$ cat src/rtl/alarm_tone_gen.sv
// Alarm tone generator: swept square-wave speaker drive with trigger/stop/timeout.
// Optional snooze state enabled by defining ALARM_SNOOZE_EN.
module alarm_tone_gen #(
    parameter int          TONE_W      = 28,
    parameter int          SWEEP_W     = 7,
    parameter int          SHIFT       = 6,
    parameter int          FAST_MSB    = 22,
    parameter int          SLOW_MSB    = 25,
    parameter int unsigned TIMEOUT_CYC = 500000000,
    parameter int unsigned SNOOZE_CYC  = 100000000
) (
    input  logic       clk,
    input  logic       reset,
    input  logic       trigger,
    input  logic       stop,
    input  logic [1:0] mode,
    input  logic       snooze,
    output logic       active,
    output logic       speaker
);

    localparam int DIV_W = 2 + SWEEP_W + SHIFT;

    localparam logic [1:0] S_IDLE   = 2'd0;
    localparam logic [1:0] S_SOUND  = 2'd1;
    localparam logic [1:0] S_SNOOZE = 2'd2;

    localparam logic [31:0] TO_LAST = TIMEOUT_CYC - 32'd1;
    localparam bit          TO_EN   = (TIMEOUT_CYC != 0);

    localparam logic [TONE_W-1:0] TONE_ONE = {{(TONE_W-1){1'b0}}, 1'b1};
    localparam logic [DIV_W-1:0]  CNT_ONE  = {{(DIV_W-1){1'b0}}, 1'b1};

    logic [1:0]         state_q, state_d;
    logic [TONE_W-1:0]  tone_q, tone_d;
    logic [DIV_W-1:0]   cnt_q, cnt_d;
    logic [31:0]        to_q, to_d;
    logic               spk_q, spk_d;
    logic               act_q;
    logic               adv;

    logic [SWEEP_W-1:0] fast_f, slow_f;
    logic [SWEEP_W-1:0] fast_s, slow_s, steady_s, sweep;
    logic [DIV_W-1:0]   div;

`ifdef ALARM_SNOOZE_EN
    localparam logic [31:0] SNZ_LAST = SNOOZE_CYC - 32'd1;
    logic [31:0] snz_q, snz_d;
`else
    logic unused_snooze;
    assign unused_snooze = snooze;
`endif

    // Sweep field mirrors around the direction bit to form a triangle sweep.
    always_comb begin
        fast_f   = tone_q[FAST_MSB-1 -: SWEEP_W];
        slow_f   = tone_q[SLOW_MSB-1 -: SWEEP_W];
        fast_s   = tone_q[FAST_MSB] ? fast_f : ~fast_f;
        slow_s   = tone_q[SLOW_MSB] ? slow_f : ~slow_f;
        steady_s = {1'b1, {(SWEEP_W-1){1'b0}}};
        case (mode)
            2'b00:   sweep = steady_s;
            2'b01:   sweep = fast_s;
            2'b10:   sweep = slow_s;
            default: sweep = tone_q[TONE_W-1] ? slow_s : fast_s;
        endcase
        div = {2'b01, sweep, {SHIFT{1'b0}}};
    end

    always_comb begin
        state_d = state_q;
        tone_d  = tone_q;
        cnt_d   = cnt_q;
        to_d    = to_q;
        spk_d   = 1'b0;
        adv     = 1'b0;
`ifdef ALARM_SNOOZE_EN
        snz_d   = snz_q;
`endif
        case (state_q)
            S_IDLE: begin
                if (trigger) begin
                    state_d = S_SOUND;
                    tone_d  = '0;
                    cnt_d   = '0;
                    to_d    = '0;
                end
            end
            S_SOUND: begin
                adv  = 1'b1;
                to_d = to_q + 32'd1;
                if (stop) begin
                    state_d = S_IDLE;
                    adv     = 1'b0;
                end
`ifdef ALARM_SNOOZE_EN
                else if (snooze) begin
                    state_d = S_SNOOZE;
                    snz_d   = '0;
                    adv     = 1'b0;
                end
`endif
                else if (trigger) begin
                    to_d = '0;
                end else if (TO_EN && to_q == TO_LAST) begin
                    state_d = S_IDLE;
                    adv     = 1'b0;
                end
            end
`ifdef ALARM_SNOOZE_EN
            S_SNOOZE: begin
                snz_d = snz_q + 32'd1;
                if (stop) begin
                    state_d = S_IDLE;
                end else if (trigger || snz_q == SNZ_LAST) begin
                    state_d = S_SOUND;
                    to_d    = '0;
                end
            end
`endif
            default: state_d = S_IDLE;
        endcase

        if (adv) begin
            tone_d = tone_q + TONE_ONE;
            if (cnt_q == '0) begin
                cnt_d = div;
                spk_d = ~spk_q;
            end else begin
                cnt_d = cnt_q - CNT_ONE;
                spk_d = spk_q;
            end
        end
    end

    always_ff @(posedge clk) begin
        if (reset) begin
            state_q <= S_IDLE;
            tone_q  <= '0;
            cnt_q   <= '0;
            to_q    <= '0;
            spk_q   <= 1'b0;
            act_q   <= 1'b0;
`ifdef ALARM_SNOOZE_EN
            snz_q   <= '0;
`endif
        end else begin
            state_q <= state_d;
            tone_q  <= tone_d;
            cnt_q   <= cnt_d;
            to_q    <= to_d;
            spk_q   <= spk_d;
            act_q   <= (state_d != S_IDLE);
`ifdef ALARM_SNOOZE_EN
            snz_q   <= snz_d;
`endif
        end
    end

    assign active  = act_q;
    assign speaker = spk_q;

endmodule

$ cat config.mk
export PLATFORM = sky130hd
export DESIGN_NAME = alarm_tone_gen
export DESIGN_NICKNAME = d
export VERILOG_FILES = /design/src/rtl/alarm_tone_gen.sv
export SDC_FILE = /design/constraint.sdc
export NUM_CORES = 1
export LEC_CHECK = 0
export CAP_MARGIN = 20
export CORE_MARGIN = 2
export CORE_UTILIZATION = 44
export CTS_CLUSTER_SIZE = 40
export DETAILED_ROUTE_END_ITERATION = 12
export SLEW_MARGIN = 20
export SYNTH_ARGS = -nofsm -noshare
export SYNTH_HDL_FRONTEND = slang
export SYNTH_SLANG_ARGS = --single-unit
$ cat constraint.sdc
create_clock -name clk -period 2.75 [get_ports clk]
set_input_delay 0.6875 -clock clk [delete_from_list [all_inputs] [get_ports clk]]
set_output_delay 0.6875 -clock clk [all_outputs]
set_load 0.005 [all_outputs]
==> metrics list <==
* Outcome: finished clean
- The min-delay analysis places its worst path in the category register to register.
- Mean post-synth cell area: 8.04 µm²
- Power density normalized to cell area: 445 nW/µm²
- All-Layer GR Usage: 20.7%
- The die covers 10600 µm².
* Cell type with the highest aggregate area in the netlist: sky130_fd_sc_hd__dfxtp_1
- Shortest period the worst path allows: 2.50 ns
* Number of hold-slack violations in the final timing report: 0
- Violation count after the first detailed-routing iteration: 137
* Initial Util: 44.7%
* Area of the placeable core: 9640 µm²
- Total number of H-tree levels: 3
- Diode count: 0
- Total power for the finished layout comes to 2250 µW.
- First drt pass iteration count: 5
- The critical path is of the register to register type.
- Initial antenna violation count: 0
- Quantity of hold-fixing buffers added after cts: 0
* Count of boundary I/O pins: 9
* Complex-gate fraction of the synthesized area: 17.8%
* Startpoint type of the worst setup path: register
- For the worst setup path, the data required time is 2.99 ns.
* Worst slack on hold paths: 0.474 ns
* HPWL after DPL: 7.52 mm
- Dividing the detail-routed wire length by the instance count gives 14.7 µm.
- Of the post-synthesis cell area, the part taken by muxes is 3.43%.
- DRT Wirelength: 10.4 mm
* DIE HEIGHT: 103 µm
- Worst Slack Setup Final: 0.255 ns
- Leakage: 0.00189 µW
* Number of violations of the max-capacitance limit: 0
- Crit share post-route: 90.7%
- The Yosys step of the flow raised 0 warnings.
- Area growth, synth to finish: 17.1%
- After synthesis, the most frequently instantiated cells are 79 x sky130_fd_sc_hd__dfxtp_1, 58 x sky130_fd_sc_hd__nor2_1, 43 x sky130_fd_sc_hd__nand2_1.
- TritonCTS clock tree: yes
- Total gr overflow: 0
- Slew headroom: 52.5%
* Number of global-route vias before repair: 3821
* Clock Latency Late Sink: 0.35 ns
- Prior to clock tree synthesis, the placed netlist has a worst setup slack of -0.333 ns.
* Wire length of the first global-routing pass: 17.6 mm
- Deepest clock path buffer count: 2
* Register area share after synthesis: 36.7%
- Summing the areas of all fa, ha and maj instances in the mapped netlist gives 1.74% of the synthesized area.
* Unrepaired setup endpoints after global routing: false
- Area share of the leading cell type in the synthesized netlist: 36.7%
* Cells on worst reg2reg path: 8
* Most common cell in the synthesized netlist: sky130_fd_sc_hd__dfxtp_1
- The detailed router placed 4095 vias in this run.
* Fill cells: 949
- Proportion of layout cells with a drive suffix above 1: 13.7%
* Combinational family with the most area after synthesis: simple AND/OR/NAND/NOR gates
- Area fraction in and, or, nand and nor cells after synthesis: 30.7%
- Number of buffers created by CTS: 9
- Entering global routing, the biggest net connects 47 pins.
* Core Rows: 36
- Share of synthesized flip-flops with an asynchronous set or reset: 0%
* Parity-gate share of the synthesized area counting xor and xnor cells: 5.89%
* Die width: 103 µm
- For the pin with the worst max-slew slack, the measured transition is 0.710 ns.
- Clk root buf: sky130_fd_sc_hd__clkbuf_8
* Final setup violating endpoints: 0
* #FFs+latches synth: 79
* Final estimated routing congestion in global placement: 0.829
* Mapped Cells: 536
* Number of pins with negative max-slew slack in the final report: 0
- Of all nets on the critical path, the largest fanout is 13.
* Number of buffers added on ports: 7
- Final routed DRC violation total: 0
- After the last flow step, the layout net total stands at 584.
- Clock tree synthesis found a total of 79 sinks.
- Top post-synthesis cells by area: sky130_fd_sc_hd__dfxtp_1 37%, sky130_fd_sc_hd__nor2_1 5.1%, sky130_fd_sc_hd__nand2_1 3.7%, sky130_fd_sc_hd__nand3_1 3.7%, sky130_fd_sc_hd__o21ai_0 3.7%
* Fmax: 0.401 GHz
* Post-cts gate resize count: 0
- Number of routed nets with antenna violations: 0
* Synthesized area: 4310 µm²
- Number of cells on the worst hold path: 1
- Setup TNS Final: 0 ns
* Most instantiated flip-flop cell in the synthesis netlist: sky130_fd_sc_hd__dfxtp_1
* Syn Nets: 549
- After clock tree synthesis, the clock-pin slew on the worst setup and hold paths is 0.08 ns.
- Counting flops with a built-in enable in the synthesized netlist gives 0.
- The number of setup buffers added after CTS is 0.
* Crit path arrival time: 2.74 ns
- Via density: 5.78
* Peak supply drop: 0.000362 V
* Clock tree skew after final layout: 0.0119 ns
- The worst setup path is captured at a register.
* Count of different cell masters after synthesis: 56
==> area by class of cell <==
type	instances	area (µm²)	area share [%]
Timing Repair Buffer	52	460	9.12
Multi-Input combinational cell	417	2580	51.2
Inverter	12	45.0	0.892
Clock buffer	12	145	2.87
Tap cell	133	166	3.30
Clock inverter	3	67.6	1.34
Sequential cell	79	1580	31.3
==> per-layer routing <==
layer  track usage (%)  up-vias  share of wire (%)
met1              25.0     1950                 45
met5                 0        -                  0
met4              6.28        0                1.8
li1                  -     2057                  -
met3              4.75       19                3.5
met2              36.5       69                 50
==> report_power, final <==
group | internal, µW | leakage, µW | switching (µW)
combinational | 61.1 | 0.00115 | 83.8
sequential | 1150 | 0.000637 | 3.67
clock | 533 | 0.000103 | 418
total | 1740 | 0.00189 | 506
==> final timing paths <==
check                           startpoint  slack (ns)         end
worst max-delay path               to_q[8]        0.25  tone_q[25]
worst min-delay path            tone_q[11]        0.47  tone_q[11]
worst max register to register     to_q[8]        0.25  tone_q[25]
worst min register to register  tone_q[11]        0.47  tone_q[11]
==> metrics by stage <==
| stage | cell area, µm² | utilization, % | std cells |
|---|---|---|---|
| finish | 5050 | 52.4 | 708 |
| global route | 5050 | 52.4 | 708 |
| CTS | 5030 | 52.2 | 708 |
| detailed placement | 4820 | 50.0 | 693 |
| global placement | 4820 | 50.0 | 693 |
| floorplan | 4310 | - | 536 |
==> placed cells by master, fill, tap and decap left out, types with 7 or more instances in the layout <==
cell                        n
sky130_fd_sc_hd__and3_1    15
sky130_fd_sc_hd__nand4_1   22
sky130_fd_sc_hd__a31oi_1    8
sky130_fd_sc_hd__clkbuf_8  10
sky130_fd_sc_hd__a21o_1     8
sky130_fd_sc_hd__inv_1     12
sky130_fd_sc_hd__xnor2_1   13
sky130_fd_sc_hd__dfxtp_1   79
sky130_fd_sc_hd__or3_1      9
sky130_fd_sc_hd__xor2_1    16
sky130_fd_sc_hd__nor3_1    17
sky130_fd_sc_hd__a21oi_1   22
sky130_fd_sc_hd__o21ai_0   32
sky130_fd_sc_hd__mux2i_1    8
sky130_fd_sc_hd__nand2_1   43
sky130_fd_sc_hd__buf_4     41
sky130_fd_sc_hd__or4_1     10
sky130_fd_sc_hd__nor4_1     7
sky130_fd_sc_hd__nor2_1    58
sky130_fd_sc_hd__nand3_1   32
==> flip-flops by register name, summed over array words and instances (netlist names) <==
register  cells
to_q         32
tone_q       28
cnt_q        15
state_q       2
active        1
speaker       1
==> cell families (layout without fill, tap and decap cells) <==
logic type / count (synthesis) / in the layout
AND/OR/NAND/NOR: 251 / 251
AO/OA/AOI/OAI: 116 / 116
flip-flops: 79 / 79
buffers and inverters: 40 / 79
XOR/XNOR: 29 / 29
multiplexers: 14 / 14
adder cells (fa/ha/maj): 6 / 6
other: 1 / 1
==> critical path, cell delays in order (launching register included) <==
cell,delay [ns]
sky130_fd_sc_hd__dfxtp_1,0.35
sky130_fd_sc_hd__nand2b_1,0.17
sky130_fd_sc_hd__or4_1,0.56
sky130_fd_sc_hd__or4_4,0.53
sky130_fd_sc_hd__buf_4,0.19
sky130_fd_sc_hd__nand2_1,0.11
sky130_fd_sc_hd__buf_12,0.15
sky130_fd_sc_hd__nor3_1,0.06
sky130_fd_sc_hd__mux2_2,0.27
(Power assumes the default switching activity.)
